<file path="src/rtl/spi_cfg_pkg.sv">
// Shared constants and FSM state type for the SPI configuration front-end.
package spi_cfg_pkg;

    localparam int FRAME_BITS = 16;
    localparam int NUM_REGS   = 5;

    localparam logic [6:0] ADDR_EN_OUT_LO = 7'h00;
    localparam logic [6:0] ADDR_EN_OUT_HI = 7'h01;
    localparam logic [6:0] ADDR_EN_PWM_LO = 7'h02;
    localparam logic [6:0] ADDR_EN_PWM_HI = 7'h03;
    localparam logic [6:0] ADDR_DUTY      = 7'h04;

    localparam logic [7:0] REG_RST_VAL = 8'h00;
    localparam logic [4:0] CNT_MAX     = 5'd17;

    typedef enum logic [1:0] {
        IDLE,
        SHIFT,
        COMMIT
    } state_t;

endpackage

</file>
<file path="src/rtl/sync_edge.sv">
// Multi-flop pin synchronizer with one edge-detect flop producing rise/fall flags.
module sync_edge #(
    parameter int SYNC_STAGES = 2
) (
    input  logic clk,
    input  logic rst,
    input  logic pin,
    output logic level,
    output logic rise,
    output logic fall
);

    logic [SYNC_STAGES-1:0] sync_q, sync_d;
    logic                   prev_q, prev_d;

    always_comb begin
        sync_d = {sync_q[SYNC_STAGES-2:0], pin};
        prev_d = sync_q[SYNC_STAGES-1];
    end

    always_ff @(posedge clk) begin
        if (rst) begin
            sync_q <= '0;
            prev_q <= 1'b0;
        end else begin
            sync_q <= sync_d;
            prev_q <= prev_d;
        end
    end

    assign level = sync_q[SYNC_STAGES-1];
    assign rise  = level & ~prev_q;
    assign fall  = ~level & prev_q;

endmodule

</file>
<file path="src/rtl/spi_cfg_regs.sv">
// SPI mode-0 frame receiver driving the five PWM control registers.
// Optional readback path is enabled by defining SPI_CFG_READBACK_EN.
module spi_cfg_regs
    import spi_cfg_pkg::*;
#(
    parameter int         SYNC_STAGES = 2,
    parameter logic [6:0] MAX_ADDR    = 7'h04
) (
    input  logic       clk,
    input  logic       rst,
    input  logic       sclk,
    input  logic       copi,
    input  logic       ncs,
    output logic       cipo,
    output logic [7:0] en_reg_out_7_0,
    output logic [7:0] en_reg_out_15_8,
    output logic [7:0] en_reg_pwm_7_0,
    output logic [7:0] en_reg_pwm_15_8,
    output logic [7:0] pwm_duty_cycle,
    output logic       wr_strobe,
    output logic       frame_err
);

    logic sclk_lvl, sclk_rise, sclk_fall;
    logic copi_lvl, copi_rise, copi_fall;
    logic ncs_lvl, ncs_rise, ncs_fall;

    sync_edge #(.SYNC_STAGES(SYNC_STAGES)) u_sync_sclk (
        .clk(clk), .rst(rst), .pin(sclk), .level(sclk_lvl), .rise(sclk_rise), .fall(sclk_fall)
    );
    sync_edge #(.SYNC_STAGES(SYNC_STAGES)) u_sync_copi (
        .clk(clk), .rst(rst), .pin(copi), .level(copi_lvl), .rise(copi_rise), .fall(copi_fall)
    );
    sync_edge #(.SYNC_STAGES(SYNC_STAGES)) u_sync_ncs (
        .clk(clk), .rst(rst), .pin(ncs), .level(ncs_lvl), .rise(ncs_rise), .fall(ncs_fall)
    );

    state_t      state_q, state_d;
    logic [4:0]  cnt_q, cnt_d;
    logic [15:0] shift_q, shift_d;
    logic [7:0]  regs_q [NUM_REGS];
    logic [7:0]  regs_d [NUM_REGS];
    logic        wr_strobe_q, wr_strobe_d;
    logic        frame_err_q, frame_err_d;

`ifdef SPI_CFG_READBACK_EN
    logic [7:0] out_q, out_d;
    logic       cipo_q, cipo_d;
    logic [7:0] rd_byte;
`endif

    always_comb begin
        state_d     = state_q;
        cnt_d       = cnt_q;
        shift_d     = shift_q;
        regs_d      = regs_q;
        wr_strobe_d = 1'b0;
        frame_err_d = 1'b0;
`ifdef SPI_CFG_READBACK_EN
        out_d   = out_q;
        cipo_d  = cipo_q;
        rd_byte = REG_RST_VAL;
`endif
        case (state_q)
            IDLE: begin
                if (ncs_fall) begin
                    state_d = SHIFT;
                    cnt_d   = '0;
                    shift_d = '0;
`ifdef SPI_CFG_READBACK_EN
                    out_d   = '0;
                    cipo_d  = 1'b0;
`endif
                end
            end
            SHIFT: begin
                // A chip-select release in the same cycle as an SCLK edge drops the edge.
                if (ncs_rise) begin
                    state_d = COMMIT;
`ifdef SPI_CFG_READBACK_EN
                    cipo_d  = 1'b0;
`endif
                end else if (sclk_rise && !ncs_lvl) begin
                    shift_d = {shift_q[14:0], copi_lvl};
                    if (cnt_q != CNT_MAX) begin
                        cnt_d = cnt_q + 5'd1;
                    end
`ifdef SPI_CFG_READBACK_EN
                    if (cnt_q == 5'd7 && !shift_d[7]) begin
                        for (int i = 0; i < NUM_REGS; i++) begin
                            if (shift_d[6:0] == 7'(i) && 7'(i) <= MAX_ADDR) begin
                                rd_byte = regs_q[i];
                            end
                        end
                        out_d  = rd_byte;
                        cipo_d = rd_byte[7];
                    end
`endif
                end
`ifdef SPI_CFG_READBACK_EN
                // The fall right after the 8th rise keeps bit7 up for the controller's 9th rise.
                else if (sclk_fall && !ncs_lvl && cnt_q >= 5'd9) begin
                    out_d  = {out_q[6:0], 1'b0};
                    cipo_d = out_q[6];
                end
`endif
            end
            COMMIT: begin
                state_d = IDLE;
                if (cnt_q == 5'(FRAME_BITS)) begin
                    if (shift_q[15] && shift_q[14:8] <= MAX_ADDR) begin
                        for (int i = 0; i < NUM_REGS; i++) begin
                            if (shift_q[14:8] == 7'(i)) begin
                                regs_d[i]   = shift_q[7:0];
                                wr_strobe_d = 1'b1;
                            end
                        end
                    end
                end else begin
                    frame_err_d = 1'b1;
                end
            end
            default: state_d = IDLE;
        endcase
    end

    always_ff @(posedge clk) begin
        if (rst) begin
            state_q     <= IDLE;
            cnt_q       <= '0;
            shift_q     <= '0;
            wr_strobe_q <= 1'b0;
            frame_err_q <= 1'b0;
            for (int i = 0; i < NUM_REGS; i++) begin
                regs_q[i] <= REG_RST_VAL;
            end
        end else begin
            state_q     <= state_d;
            cnt_q       <= cnt_d;
            shift_q     <= shift_d;
            wr_strobe_q <= wr_strobe_d;
            frame_err_q <= frame_err_d;
            regs_q      <= regs_d;
        end
    end

`ifdef SPI_CFG_READBACK_EN
    always_ff @(posedge clk) begin
        if (rst) begin
            out_q  <= '0;
            cipo_q <= 1'b0;
        end else begin
            out_q  <= out_d;
            cipo_q <= cipo_d;
        end
    end

    assign cipo = cipo_q;
`else
    assign cipo = 1'b0;
`endif

    logic unused_edges;
    assign unused_edges = ^{copi_rise, copi_fall, sclk_lvl, sclk_fall};

    assign en_reg_out_7_0  = regs_q[ADDR_EN_OUT_LO[2:0]];
    assign en_reg_out_15_8 = regs_q[ADDR_EN_OUT_HI[2:0]];
    assign en_reg_pwm_7_0  = regs_q[ADDR_EN_PWM_LO[2:0]];
    assign en_reg_pwm_15_8 = regs_q[ADDR_EN_PWM_HI[2:0]];
    assign pwm_duty_cycle  = regs_q[ADDR_DUTY[2:0]];
    assign wr_strobe       = wr_strobe_q;
    assign frame_err       = frame_err_q;

endmodule

</file>
<file path="config.mk">
export PLATFORM = sky130hd
export DESIGN_NAME = spi_cfg_regs
export DESIGN_NICKNAME = d
export VERILOG_FILES = /design/src/rtl/spi_cfg_pkg.sv /design/src/rtl/sync_edge.sv /design/src/rtl/spi_cfg_regs.sv
export SDC_FILE = /design/constraint.sdc
export NUM_CORES = 1
export LEC_CHECK = 0
export CORE_UTILIZATION = 35
export CTS_CLUSTER_DIAMETER = 60
export DETAILED_ROUTE_END_ITERATION = 12
export GPL_TIMING_DRIVEN = 0
export HOLD_SLACK_MARGIN = 0.12
export PLACE_DENSITY = 0.6
export REMOVE_ABC_BUFFERS = 1
export SYNTH_ARGS = -nofsm -noshare
export SYNTH_HDL_FRONTEND = slang
export SYNTH_HIERARCHICAL = 1
export SYNTH_SLANG_ARGS = --single-unit
</file>
<file path="constraint.sdc">
create_clock -name clk -period 2.4 [get_ports clk]
set_input_delay 0.36 -clock clk [delete_from_list [all_inputs] [get_ports clk]]
set_output_delay 0.36 -clock clk [all_outputs]
set_load 0.05 [all_outputs]
</file>
# --- Yosys cells after proc, flatten, opt, wreduce, memory -nomap -nowiden ---
# Cells that the tools add are included.
op_classes:
  addsub: 1
  n_lt_le_gt_ge: 1
  n_eq_ne: 13
  mux: 18
  n_bitwise: 9
  reduce_logical: 16
op_table:
  columns: ["cell", "count"]
  rows:
  - ["16-bit two-way mux", 3]
  - ["16-bit one-hot mux with 2 select lines", 1]
  - ["4-bit AND reduction", 6]
  - ["5-bit two-way mux", 4]
  - ["7-bit by 2-bit equality test with 1-bit output, second input constant", 2]
  - ["2-bit != test, second input constant", 5]
  - ["5-bit one-hot mux with 2 select lines", 1]
  - ["7-bit by 1-bit equality test with 1-bit output, second input constant", 1]
  - ["7-bit by 3-bit equality test with 1-bit output, second input constant", 1]
  - ["7-bit by 3-bit <= comparator with 1-bit output, second input constant", 1]
  - ["7-bit logical NOT", 1]
  - ["1-bit two-way mux", 6]
  - ["1-bit inverter", 6]
  - ["5-bit by 1-bit adder with 5-bit output, second input constant", 1]
  - ["5-bit equality test, second input constant", 1]
  - ["5-bit != test, second input constant", 1]
  - ["5-bit AND reduction", 1]
  - ["2-bit two-way mux", 2]
  - ["2-bit one-hot mux with 2 select lines", 1]
  - ["4-bit OR reduction", 1]
  - ["1-bit AND", 3]
  - ["2-bit by 1-bit equality test with 1-bit output, second input constant", 1]
  - ["2-bit equality test, second input constant", 1]
  - ["1-bit logical AND", 2]
  - ["other kinds (5)", 5]
totals:
  reg_bits: 73
  in_bits: 5
  out_inout_bits: 43
  wordCells: 73

# --- Longest topological paths before layout ---
# Gate-level depths: netlist of run 1.
logic_depth:
  ltp_word: 6
  ltp_mapped: 8
  depth_no_buf: 6

# --- Modules after synthesis ---
# The synthesis of run 1 kept the hierarchy.
by_module_without_submodules:
  columns: ["module", "n_inst", "cells_each", "area_per_inst_um2", "seq_area_each_um2"]
  rows:
  - ["spi_cfg_regs", 1, 253, 2631.3, 1301.2]
  - ["sync_edge", 3, 8, 91.3, 60.1]

# --- Worst setup path before layout of run 1 ---
# OpenSTA, ideal clock, no wires.
synth_timing:
  path_kind: "reg2reg"
  from: "register cnt_q[0]"
  to: "register regs_q (netlist bit en_reg_out_7_0[0])"
  setup_time_ns: 0.117
  arrival_time_ns: 1.412
  required_ns: 2.283
  setup_slack_ns: 0.871
  path_stages_with_launch: 9
  path_buffers: 2
  synth_period_minus_slack_ns: 1.529
  path_cell_list: "dfxtp_1 inv_1 ha_1 nor4bb_1 buf_2 nand4_2 buf_6 nand3b_1 o21ai_2"
synth_via:
  elab_chain_len: 2
synth_rtl:
  columns: ["item", "line_no", "rtl"]
  rows:
  - ["from (decl)", "spi_cfg_regs.sv:39", "logic [4:0] cnt_q, cnt_d;"]
  - ["from (signal assigned)", "spi_cfg_regs.sv:139", "cnt_q <= cnt_d;"]
  - ["5-bit equality test", "spi_cfg_regs.sv:110", "if (cnt_q == 5'(FRAME_BITS)) begin"]
  - ["4-bit AND reduction (no source line)", null, null]
  - ["to (signal assigned)", "spi_cfg_regs.sv:143", "regs_q <= regs_d;"]
  - ["to (decl)", "spi_cfg_regs.sv:41", "logic [7:0] regs_q [NUM_REGS];"]
# Every way passes these cells.
# A chain may end at the register's enable or synchronous reset.

# --- Worst setup path after layout of run 1 ---
layout_timing:
  from: "register cnt_q[0]"
  to: "register regs_q (netlist bit en_reg_pwm_7_0[6])"
# The elaborated chain is that of the path after synthesis.

==> results of run 1 <==
-- sequential cells by signal, summed over array words and instances (netlist names) --
name,cells
en_reg_out_15_8,8
u_sync_sclk/prev_q,1
u_sync_ncs/prev_q,1
shift_q,16
en_reg_pwm_15_8,8
u_sync_sclk/sync_q,2
en_reg_pwm_7_0,8
pwm_duty_cycle,8
u_sync_ncs/sync_q,2
cnt_q,5
state_q,2
wr_strobe,1
frame_err,1
en_reg_out_7_0,8
u_sync_copi/sync_q,2
-- metal layers --
metal / vias to the layer above / wire length (um) / GRT usage [%] / part of all wire, %
li1: 1054 / - / - / -
met1: 947 / 2620 / 17.3 / 49
met2: 38 / 2450 / 20.8 / 46
met3: 6 / 221 / 2.63 / 4.1
met4: 0 / 72 / 7.81 / 1.3
met5: - / 0 / 0 / 0
-- layout make-up --
type	count	area (um2)
fillers	739	4190
flip-flops and latches	73	1460
multi-input cells	180	1310
repair buffers	47	483
clock buffers	11	141
well taps	102	128
clock inverters	5	86.3
inverters	2	7.51
-- placed cells by master (no fill, tap or decap), types with 2 or more instances in the layout --
cell type	instances
sky130_fd_sc_hd__dfxtp_1	73
sky130_fd_sc_hd__clkdlybuf4s50_1	45
sky130_fd_sc_hd__nand3b_1	41
sky130_fd_sc_hd__o21ai_1	31
sky130_fd_sc_hd__nor2_1	21
sky130_fd_sc_hd__mux2i_1	16
sky130_fd_sc_hd__nor2b_1	12
sky130_fd_sc_hd__o21ai_2	10
sky130_fd_sc_hd__clkbuf_8	10
sky130_fd_sc_hd__nand2b_1	9
sky130_fd_sc_hd__nand4_2	4
sky130_fd_sc_hd__nor4bb_1	3
sky130_fd_sc_hd__ha_1	3
sky130_fd_sc_hd__inv_1	2
sky130_fd_sc_hd__nand4_1	2
sky130_fd_sc_hd__a211oi_1	2
sky130_fd_sc_hd__nand4b_1	2
sky130_fd_sc_hd__a21oi_1	2
sky130_fd_sc_hd__xnor2_1	2
sky130_fd_sc_hd__inv_6	2
sky130_fd_sc_hd__bufinv_16	2
-- worst max-delay path, stage by stage, from the launching register on --
cell	delay (ns)
sky130_fd_sc_hd__dfxtp_1	0.35
sky130_fd_sc_hd__inv_1	0.09
sky130_fd_sc_hd__ha_1	0.15
sky130_fd_sc_hd__nor4bb_4	0.48
sky130_fd_sc_hd__nand4_2	0.55
sky130_fd_sc_hd__nand3b_1	0.26
sky130_fd_sc_hd__o21ai_1	0.08
-- through the flow --
step                      hold slack (ns)  cells  power, uW  cell area [um2]
after floorplan                     0.414    255       1290             2750
after global placement              0.418    403       1310             3340
after detailed placement            0.425    404       1310             3370
after CTS                           0.444    420       2400             3620
after global routing                0.470    420       2470             3620
final                               0.440    420       2370             3620
-- power by group --
part	internal, uW	leakage (uW)	switching [uW]
logic	31.2	0.000464	32.5
clock network	624	0.000115	458
registers	1220	0.000589	3.38
total	1870	0.00117	494
-- worst min-delay path by stage --
stage,from,to,slack (ns),depth (start not counted)
floorplan,u_sync_copi/sync_q[0],u_sync_copi/sync_q[1],0.41,1
global placement,u_sync_copi/sync_q[0],u_sync_copi/sync_q[1],0.42,1
detailed placement,u_sync_sclk/sync_q[0],u_sync_sclk/sync_q[1],0.43,1
CTS,u_sync_sclk/sync_q[0],u_sync_sclk/sync_q[1],0.44,1
global route,u_sync_ncs/sync_q[0],u_sync_ncs/sync_q[1],0.47,1
finish,u_sync_sclk/sync_q[0],u_sync_sclk/sync_q[1],0.44,1
==> results_tabular.tex, run 1 <==
\begin{tabular}{lr}
\hline
Metric & Value \\
\hline
\multicolumn{2}{l}{\textbf{Worst setup path}} \\
Class of the most critical setup path & reg -> reg \\
Launch point of the critical path & cnt\_q[0] \\
Type of element launching the critical path & flop \\
Register-to-register path setup slack & 0.32 ns \\
R2r endpoint & en\_reg\_pwm\_7\_0[6] \\
Number of cells on the worst reg-to-reg path & 6 \\
Type of element capturing the critical path & flop \\
Critical Path End & en\_reg\_pwm\_7\_0[6] \\
Arrival time reported for the critical path endpoint & 2.29 ns \\
WP data required & 2.61 ns \\
Reg-to-reg critical path startpoint & cnt\_q[0] \\
Critical Path Fanout Max & 16 \\
\multicolumn{2}{l}{\textbf{GRT}} \\
Largest net degree at the start of global routing & 64 \\
First-pass GRT wire length & 8.91 mm \\
Antenna violations before repair & 0 \\
Via count of the first global-routing pass & 1,859 \\
Overall fraction of global-route tracks in use & 13.4\% \\
Total overflow reported by the global router & 0 \\
\multicolumn{2}{l}{\textbf{CTS}} \\
Root cell of the clock tree & sky130\_fd\_sc\_hd\_\_clkbuf\_8 \\
Maximum level of the CTS H-tree & 3 \\
Clock insertion delay at the later pin of the skew report & 0.34 ns \\
Post-CTS setup buffer count & 0 \\
Maximum root-to-sink buffer count & 2 \\
Post-CTS Hold Fix Bufs & 0 \\
Number of gates given a new drive strength after cts & 3 \\
Clock buffer count from CTS & 9 \\
CTS sink cnt & 73 \\
Clock-pin slew reported for the worst setup and hold paths after clock tree synthesis & 0.07 ns \\
Clock tree from TritonCTS & done \\
\multicolumn{2}{l}{\textbf{Power}} \\
Cell area power density & 653 mW/mm2 \\
Reported leakage power & 0.00117 uW \\
IR drop worst, VDD & 0.314 mV \\
\multicolumn{2}{l}{\textbf{Drt}} \\
Initial DRT Pass Iterations & 5 \\
Antenna-violating nets left & 0 \\
DR vias/cell & 4.87 \\
Via count & 2,045 \\
Iteration-0 DRC Markers & 52 \\
Avg WL per Cell & 12.8 um \\
DRC & 0 \\
Detailed Route WL & 5.36 mm \\
\multicolumn{2}{l}{\textbf{Placed design}} \\
Buffers added on ports & 46 \\
Pre-CTS setup slack & -0.630 ns \\
GPL Wtd Cong & 0.725 \\
Hpwl dp & 3.42 mm \\
\multicolumn{2}{l}{\textbf{STA}} \\
Slew @ Worst Pin & 0.892 ns \\
Final max-slew violation count & 0 \\
Count of final hold-check violations & 0 \\
Worst slew margin relative to its limit & 40.5\% \\
Unrepaired setup endpoints after global routing & false \\
Tmin final & 2.08 ns \\
Sum of negative setup slack & 0 ns \\
Setup slack after layout & 0.318 ns \\
Final cycle utilization of the critical path & 86.8\% \\
Highest clock frequency the design can meet & 0.480 GHz \\
Final setup viols & 0 \\
Layout Skew & 0.0121 ns \\
\multicolumn{2}{l}{\textbf{Synth}} \\
Cells after synthesis & 272 \\
Mapped Area & 0.00286 mm2 \\
Post-Syn Area per Cell & 10.5 um2 \\
Syn. warnings & 6 \\
\multicolumn{2}{l}{\textbf{Floorplan}} \\
Starting utilization of the core area & 36.6\% \\
Die area & 0.00854 mm2 \\
Core Region & 0.00781 mm2 \\
Standard-cell rows & 32 \\
Die outline height & 92.4 um \\
Die outline width & 92.4 um \\
Io pins & 48 \\
\multicolumn{2}{l}{\textbf{Layout}} \\
\# nets final & 321 \\
Share of final-layout standard cells stronger than drive strength 1 & 11.9\% \\
Post-layout util & 46.4\% \\
Area grow syn2layout & 26.6\% \\
ANT cells & 0 \\
\multicolumn{2}{l}{\textbf{Outcome}} \\
Status & finished clean \\
\multicolumn{2}{l}{\textbf{Min path}} \\
Class of the tightest hold or removal check & reg -> reg \\
\multicolumn{2}{l}{\textbf{Job}} \\
Count of maximum capacitance violations & 0 \\
\hline
\end{tabular}
No activity file was read; power rests on OpenSTA's default activity.
==> run 2: changes to the inputs <==
--- a/config.mk
+++ b/config.mk
@@ -12,6 +12,7 @@
 export HOLD_SLACK_MARGIN = 0.12
 export PLACE_DENSITY = 0.6
 export REMOVE_ABC_BUFFERS = 1
+export SLEW_MARGIN = 20
 export SYNTH_ARGS = -nofsm -noshare
 export SYNTH_HDL_FRONTEND = slang
 export SYNTH_HIERARCHICAL = 1
==> results_tabular.tex, run 2 (synthesis gave the netlist of run 1 again) <==
\begin{tabular}{lr}
\hline
Metric & Value \\
\hline
\multicolumn{2}{l}{\textbf{Outcome}} \\
Status & finished clean \\
\multicolumn{2}{l}{\textbf{Floorplan}} \\
Starting utilization of the core area & 36.6\% \\
Core Region & 0.00781 mm2 \\
Standard-cell rows & 32 \\
Die area & 0.00854 mm2 \\
Io pins & 48 \\
Die outline width & 92.4 um \\
Die outline height & 92.4 um \\
\multicolumn{2}{l}{\textbf{Worst setup path}} \\
Critical Path Fanout Max & 16 \\
Class of the most critical setup path & reg -> reg \\
Arrival time reported for the critical path endpoint & 2.35 ns \\
Register-to-register path setup slack & 0.28 ns \\
Type of element launching the critical path & flop \\
Type of element capturing the critical path & flop \\
WP data required & 2.63 ns \\
\multicolumn{2}{l}{\textbf{Layout}} \\
Largest register FFs & 16 \\
ANT cells & 0 \\
Area grow syn2layout & 28.0\% \\
Share of final-layout standard cells stronger than drive strength 1 & 12.8\% \\
Post-layout util & 46.9\% \\
Cell Count, Final, Fillers Out & 422 \\
\# nets final & 323 \\
Register with the highest flop count & shift\_q \\
Leading cell type in the layout, fill and taps excluded & sky130\_fd\_sc\_hd\_\_dfxtp\_1 \\
Most frequent cells in the layout & sky130\_fd\_sc\_hd\_\_dfxtp\_1 (73), sky130\_fd\_sc\_hd\_\_clkdlybuf4s50\_1 (45), sky130\_fd\_sc\_hd\_\_nand3b\_1 (41) \\
\multicolumn{2}{l}{\textbf{Power}} \\
IR drop worst, VDD & 0.309 mV \\
Overall power of the completed layout & 2380 uW \\
Cell area power density & 651 mW/mm2 \\
Reported leakage power & 0.00119 uW \\
\multicolumn{2}{l}{\textbf{STA}} \\
Final setup viols & 0 \\
Count of final hold-check violations & 0 \\
Layout Skew & 0.0114 ns \\
Tightest hold margin & 0.444 ns \\
Slew @ Worst Pin & 0.566 ns \\
Highest clock frequency the design can meet & 0.471 GHz \\
Final max-slew violation count & 0 \\
Tmin final & 2.12 ns \\
Worst slew margin relative to its limit & 62.2\% \\
Unrepaired setup endpoints after global routing & false \\
Final cycle utilization of the critical path & 88.5\% \\
\multicolumn{2}{l}{\textbf{CTS}} \\
Root cell of the clock tree & sky130\_fd\_sc\_hd\_\_clkbuf\_8 \\
Clock tree from TritonCTS & done \\
Clock-pin slew reported for the worst setup and hold paths after clock tree synthesis & 0.08 ns \\
Maximum root-to-sink buffer count & 2 \\
Clock insertion delay at the later pin of the skew report & 0.35 ns \\
Clock buffer count from CTS & 9 \\
Maximum level of the CTS H-tree & 3 \\
CTS sink cnt & 73 \\
\multicolumn{2}{l}{\textbf{GRT}} \\
Total overflow reported by the global router & 0 \\
First-pass GRT wire length & 9.00 mm \\
Via count of the first global-routing pass & 1,878 \\
Largest net degree at the start of global routing & 47 \\
Overall fraction of global-route tracks in use & 13.6\% \\
Antenna violations before repair & 0 \\
\multicolumn{2}{l}{\textbf{Drt}} \\
Via count & 2,095 \\
Antenna-violating nets left & 0 \\
Iteration-0 DRC Markers & 52 \\
DR vias/cell & 4.96 \\
Avg WL per Cell & 12.9 um \\
Detailed Route WL & 5.46 mm \\
DRC & 0 \\
Initial DRT Pass Iterations & 4 \\
\multicolumn{2}{l}{\textbf{Placed design}} \\
Number of placed cells counting well taps & 406 \\
Buffers added on ports & 46 \\
GPL Wtd Cong & 0.725 \\
Hpwl dp & 3.51 mm \\
\multicolumn{2}{l}{\textbf{Job}} \\
Count of maximum capacitance violations & 0 \\
\multicolumn{2}{l}{\textbf{Min path}} \\
Class of the tightest hold or removal check & reg -> reg \\
\hline
\end{tabular}
## run 2: cell count changes in the layout (fill, tap and decap cells not counted), sizes merged
cell / delta
clkbuf: -2
clkinv: +2
buf: +2
## run 2: power breakdown
group          total, uW  switching (uW)  internal (uW)
clock               1090             493            598
sequential          1220            3.55           1220
combinational       71.4            34.6           36.8
total               2380             531           1850
## run 2: area by class of cell
type	count	area, um2
tap	102	128
multi-input combinational	180	1320
sequential	73	1460
fill	731	4150
clock inverter	7	103
inverter	2	7.51
clock buffer	9	124
timing repair buffer	49	518
## run 2: critical path, stage by stage (launching register included)
cell and delay, ns:
sky130_fd_sc_hd__dfxtp_1 0.37, sky130_fd_sc_hd__inv_1 0.10, sky130_fd_sc_hd__ha_1 0.16, sky130_fd_sc_hd__nor4bb_4 0.49, sky130_fd_sc_hd__nand4_2 0.55, sky130_fd_sc_hd__nand3b_1 0.28, sky130_fd_sc_hd__o21ai_2 0.07
## run 2: final timing paths
path / start / to / cells past startpoint
setup / recovery: cnt_q[0] / en_reg_out_15_8[7] / 6
hold / removal: u_sync_sclk/sync_q[0] / u_sync_sclk/sync_q[1] / 1
setup reg to reg: cnt_q[0] / en_reg_out_15_8[7] / 6
hold reg to reg: u_sync_sclk/sync_q[0] / u_sync_sclk/sync_q[1] / 1
## run 2: through the flow
stage | cell area [um2] | setup slack (ns) | setup TNS [ns]
6_report | 3660 | 0.276 | 0
5_1_grt | 3660 | 0.0584 | 0
4_1_cts | 3660 | 0.238 | 0
3_5_place_dp | 3420 | -0.171 | -1.36
3_3_place_gp | 3340 | -1.01 | -36.19
2_1_floorplan | 2750 | -0.205 | -2.90
## run 2: layer usage
metal | global-route usage, % | vias to the layer above | part of all wire (%)
met1 | 16.7 | 982 | 48
li1 | - | 1059 | -
met2 | 21.7 | 44 | 46
met4 | 7.68 | 0 | 2.2
met3 | 3.12 | 10 | 4.1
met5 | 0 | - | 0
## run 2: repair_timing
item / 4_1_cts / 5_1_grt
hold endpoints to repair: 0 / 0
buffers inserted: 0 / 0
setup endpoints to repair: 24 / 0
gates resized for setup: 2 / 0
hold buffers: 0 / 0
==> run 3: changes to the inputs <==
--- a/config.mk
+++ b/config.mk
@@ -5,6 +5,7 @@
 export SDC_FILE = /design/constraint.sdc
 export NUM_CORES = 1
 export LEC_CHECK = 0
+export CORE_ASPECT_RATIO = 2
 export CORE_UTILIZATION = 35
 export CTS_CLUSTER_DIAMETER = 60
 export DETAILED_ROUTE_END_ITERATION = 12
==> results_tabular.tex, run 3 (synthesis gave the netlist of run 1 again) <==
\begin{tabular}{lr}
\hline
Metric & Value \\
\hline
\multicolumn{2}{l}{\textbf{CTS}} \\
Clock-pin slew reported for the worst setup and hold paths after clock tree synthesis & 0.05 ns \\
Clock insertion delay at the later pin of the skew report & 0.34 ns \\
CTS sink cnt & 73 \\
Maximum root-to-sink buffer count & 2 \\
Maximum level of the CTS H-tree & 3 \\
Clock buffer count from CTS & 9 \\
Root cell of the clock tree & sky130\_fd\_sc\_hd\_\_clkbuf\_16 \\
Clock tree from TritonCTS & done \\
\multicolumn{2}{l}{\textbf{Drt}} \\
Via count & 2,088 \\
Routed length on met1 & 2.49 mm \\
Detailed Route WL & 5.86 mm \\
Avg WL per Cell & 14.1 um \\
Uppermost layer routed & met4 \\
Met3 routed WL & 173 um \\
DR vias/cell & 5.02 \\
DRC & 0 \\
Initial DRT Pass Iterations & 4 \\
Antenna-violating nets left & 0 \\
Iteration-0 DRC Markers & 141 \\
Met2 WL post-DR & 3.05 mm \\
\multicolumn{2}{l}{\textbf{Worst setup path}} \\
Peak per-stage delay on the critical path & 0.54 ns \\
WP data required & 2.61 ns \\
Type of element capturing the critical path & flop \\
List of cells traversed by the critical path & inv\_1 > ha\_1 > nor4bb\_4 > nand4\_2 > nand3b\_1 > o21ai\_2 \\
Launch point of the critical path & cnt\_q[0] \\
Reg-to-reg critical path startpoint & cnt\_q[0] \\
Type of element launching the critical path & flop \\
Arrival time reported for the critical path endpoint & 2.31 ns \\
Slowest CP cell & sky130\_fd\_sc\_hd\_\_nand4\_2 \\
Register-to-register path setup slack & 0.30 ns \\
Class of the most critical setup path & reg -> reg \\
Critical Path Fanout Max & 16 \\
\multicolumn{2}{l}{\textbf{Layout}} \\
Area of all placed cells without fillers & 0.00376 mm2 \\
Largest register FFs & 16 \\
\# nets final & 323 \\
Cell Count, Final, Fillers Out & 416 \\
Area grow syn2layout & 31.3\% \\
Share of final-layout standard cells stronger than drive strength 1 & 12.8\% \\
ANT cells & 0 \\
Leading cell type in the layout, fill and taps excluded & sky130\_fd\_sc\_hd\_\_dfxtp\_1 \\
Register with the highest flop count & shift\_q \\
Post-layout util & 47.3\% \\
Most frequent cells in the layout & sky130\_fd\_sc\_hd\_\_dfxtp\_1 (73), sky130\_fd\_sc\_hd\_\_clkdlybuf4s50\_1 (45), sky130\_fd\_sc\_hd\_\_nand3b\_1 (41) \\
\multicolumn{2}{l}{\textbf{GRT}} \\
Via count of the first global-routing pass & 1,937 \\
Antenna violations before repair & 0 \\
First-pass GRT wire length & 9.68 mm \\
Overall fraction of global-route tracks in use & 15.3\% \\
Total overflow reported by the global router & 0 \\
Largest net degree at the start of global routing & 55 \\
\multicolumn{2}{l}{\textbf{Floorplan}} \\
Die area & 0.00856 mm2 \\
Die outline height & 130 um \\
Starting utilization of the core area & 36.0\% \\
Standard-cell rows & 46 \\
Core Region & 0.00794 mm2 \\
Die outline width & 65.9 um \\
Io pins & 48 \\
\multicolumn{2}{l}{\textbf{Placed design}} \\
Hpwl dp & 3.88 mm \\
Number of placed cells counting well taps & 400 \\
GPL Wtd Cong & 0.692 \\
Pre-CTS setup slack & -0.192 ns \\
Buffers added on ports & 46 \\
Instance area after placement & 0.00339 mm2 \\
\multicolumn{2}{l}{\textbf{Outcome}} \\
Status & finished clean \\
\multicolumn{2}{l}{\textbf{Power}} \\
Reported leakage power & 0.00124 uW \\
IR drop worst, VDD & 0.829 mV \\
Cell area power density & 751 mW/mm2 \\
\multicolumn{2}{l}{\textbf{STA}} \\
Tmin final & 2.10 ns \\
Final setup viols & 0 \\
Final max-slew violation count & 0 \\
Highest clock frequency the design can meet & 0.477 GHz \\
Final cycle utilization of the critical path & 87.3\% \\
Worst slew margin relative to its limit & 61.5\% \\
Count of final hold-check violations & 0 \\
Sum of negative setup slack & 0 ns \\
Unrepaired setup endpoints after global routing & false \\
Layout Skew & 0.00631 ns \\
Setup slack after layout & 0.304 ns \\
Slew @ Worst Pin & 0.576 ns \\
\multicolumn{2}{l}{\textbf{Job}} \\
Count of maximum capacitance violations & 0 \\
\multicolumn{2}{l}{\textbf{Min path}} \\
Class of the tightest hold or removal check & in -> reg \\
Hold\_sp & rst \\
\hline
\end{tabular}
[run 3: changes by cell type in the layout (fill, tap and decap cells not counted), moves of 2 or more]
| cell | previous run | this run |
|---|---|---|
| sky130_fd_sc_hd__clkbuf_8 | 9 | 1 |
| sky130_fd_sc_hd__clkinv_4 | 2 | 0 |
| sky130_fd_sc_hd__clkbuf_16 | 0 | 9 |
| sky130_fd_sc_hd__clkinv_2 | 1 | 3 |
[run 3: repair_timing]
| action | in CTS | in global routing |
|---|---|---|
| hold buffers | 0 | 0 |
| resized for setup | 2 | 0 |
| buffers inserted | 0 | 0 |
| setup endpoints to repair | 21 | 0 |
[run 3: cell type report]
class                   count  area, um2
well taps                  96        120
flip-flops and latches     73       1460
inverters                   2       7.51
clock buffers              10        239
clock inverters             6        105
multi-input cells         180       1320
fillers                   757       4190
repair buffers             49        502
[run 3: power by group]
| part | total [uW] | leakage, uW | switching [uW] | internal (uW) |
|---|---|---|---|---|
| Clock | 1530 | 0.000172 | 491 | 1040 |
| Combinational | 69.6 | 0.000476 | 34.9 | 34.7 |
| Sequential | 1220 | 0.000589 | 3.65 | 1220 |
| Total | 2820 | 0.00124 | 529 | 2290 |
[run 3: critical path, delay by kind of cell, from the launching register on]
kind / cells / cell delay [ns]
adders and majority gates: 1 / 0.15
buffers and inverters: 1 / 0.09
and+or+nand+nor: 3 / 1.31
AOI/OAI and AO/OA: 1 / 0.07
DFF: 1 / 0.35
[run 3: metal layers]
layer / track usage, % / vias to the layer above
met2: 24.9 / 34
met4: 9.97 / 0
li1: - / 1054
met5: 0 / -
met1: 17.7 / 989
met3: 3.15 / 11
[run 3: worst paths after layout]
kind,to,cells past startpoint
setup reg to reg,en_reg_out_15_8[7],6
setup / recovery,en_reg_out_15_8[7],6
hold / removal,u_sync_copi/sync_q[0],2
hold reg to reg,u_sync_copi/sync_q[1],1
[run 3: stage by stage]
step / power [uW] / hold slack [ns]
floorplan: 1290 / 0.414
global placement: 1310 / 0.422
detailed placement: 1320 / 0.421
CTS: 2850 / 0.327
global route: 2900 / 0.351
finish: 2820 / 0.336
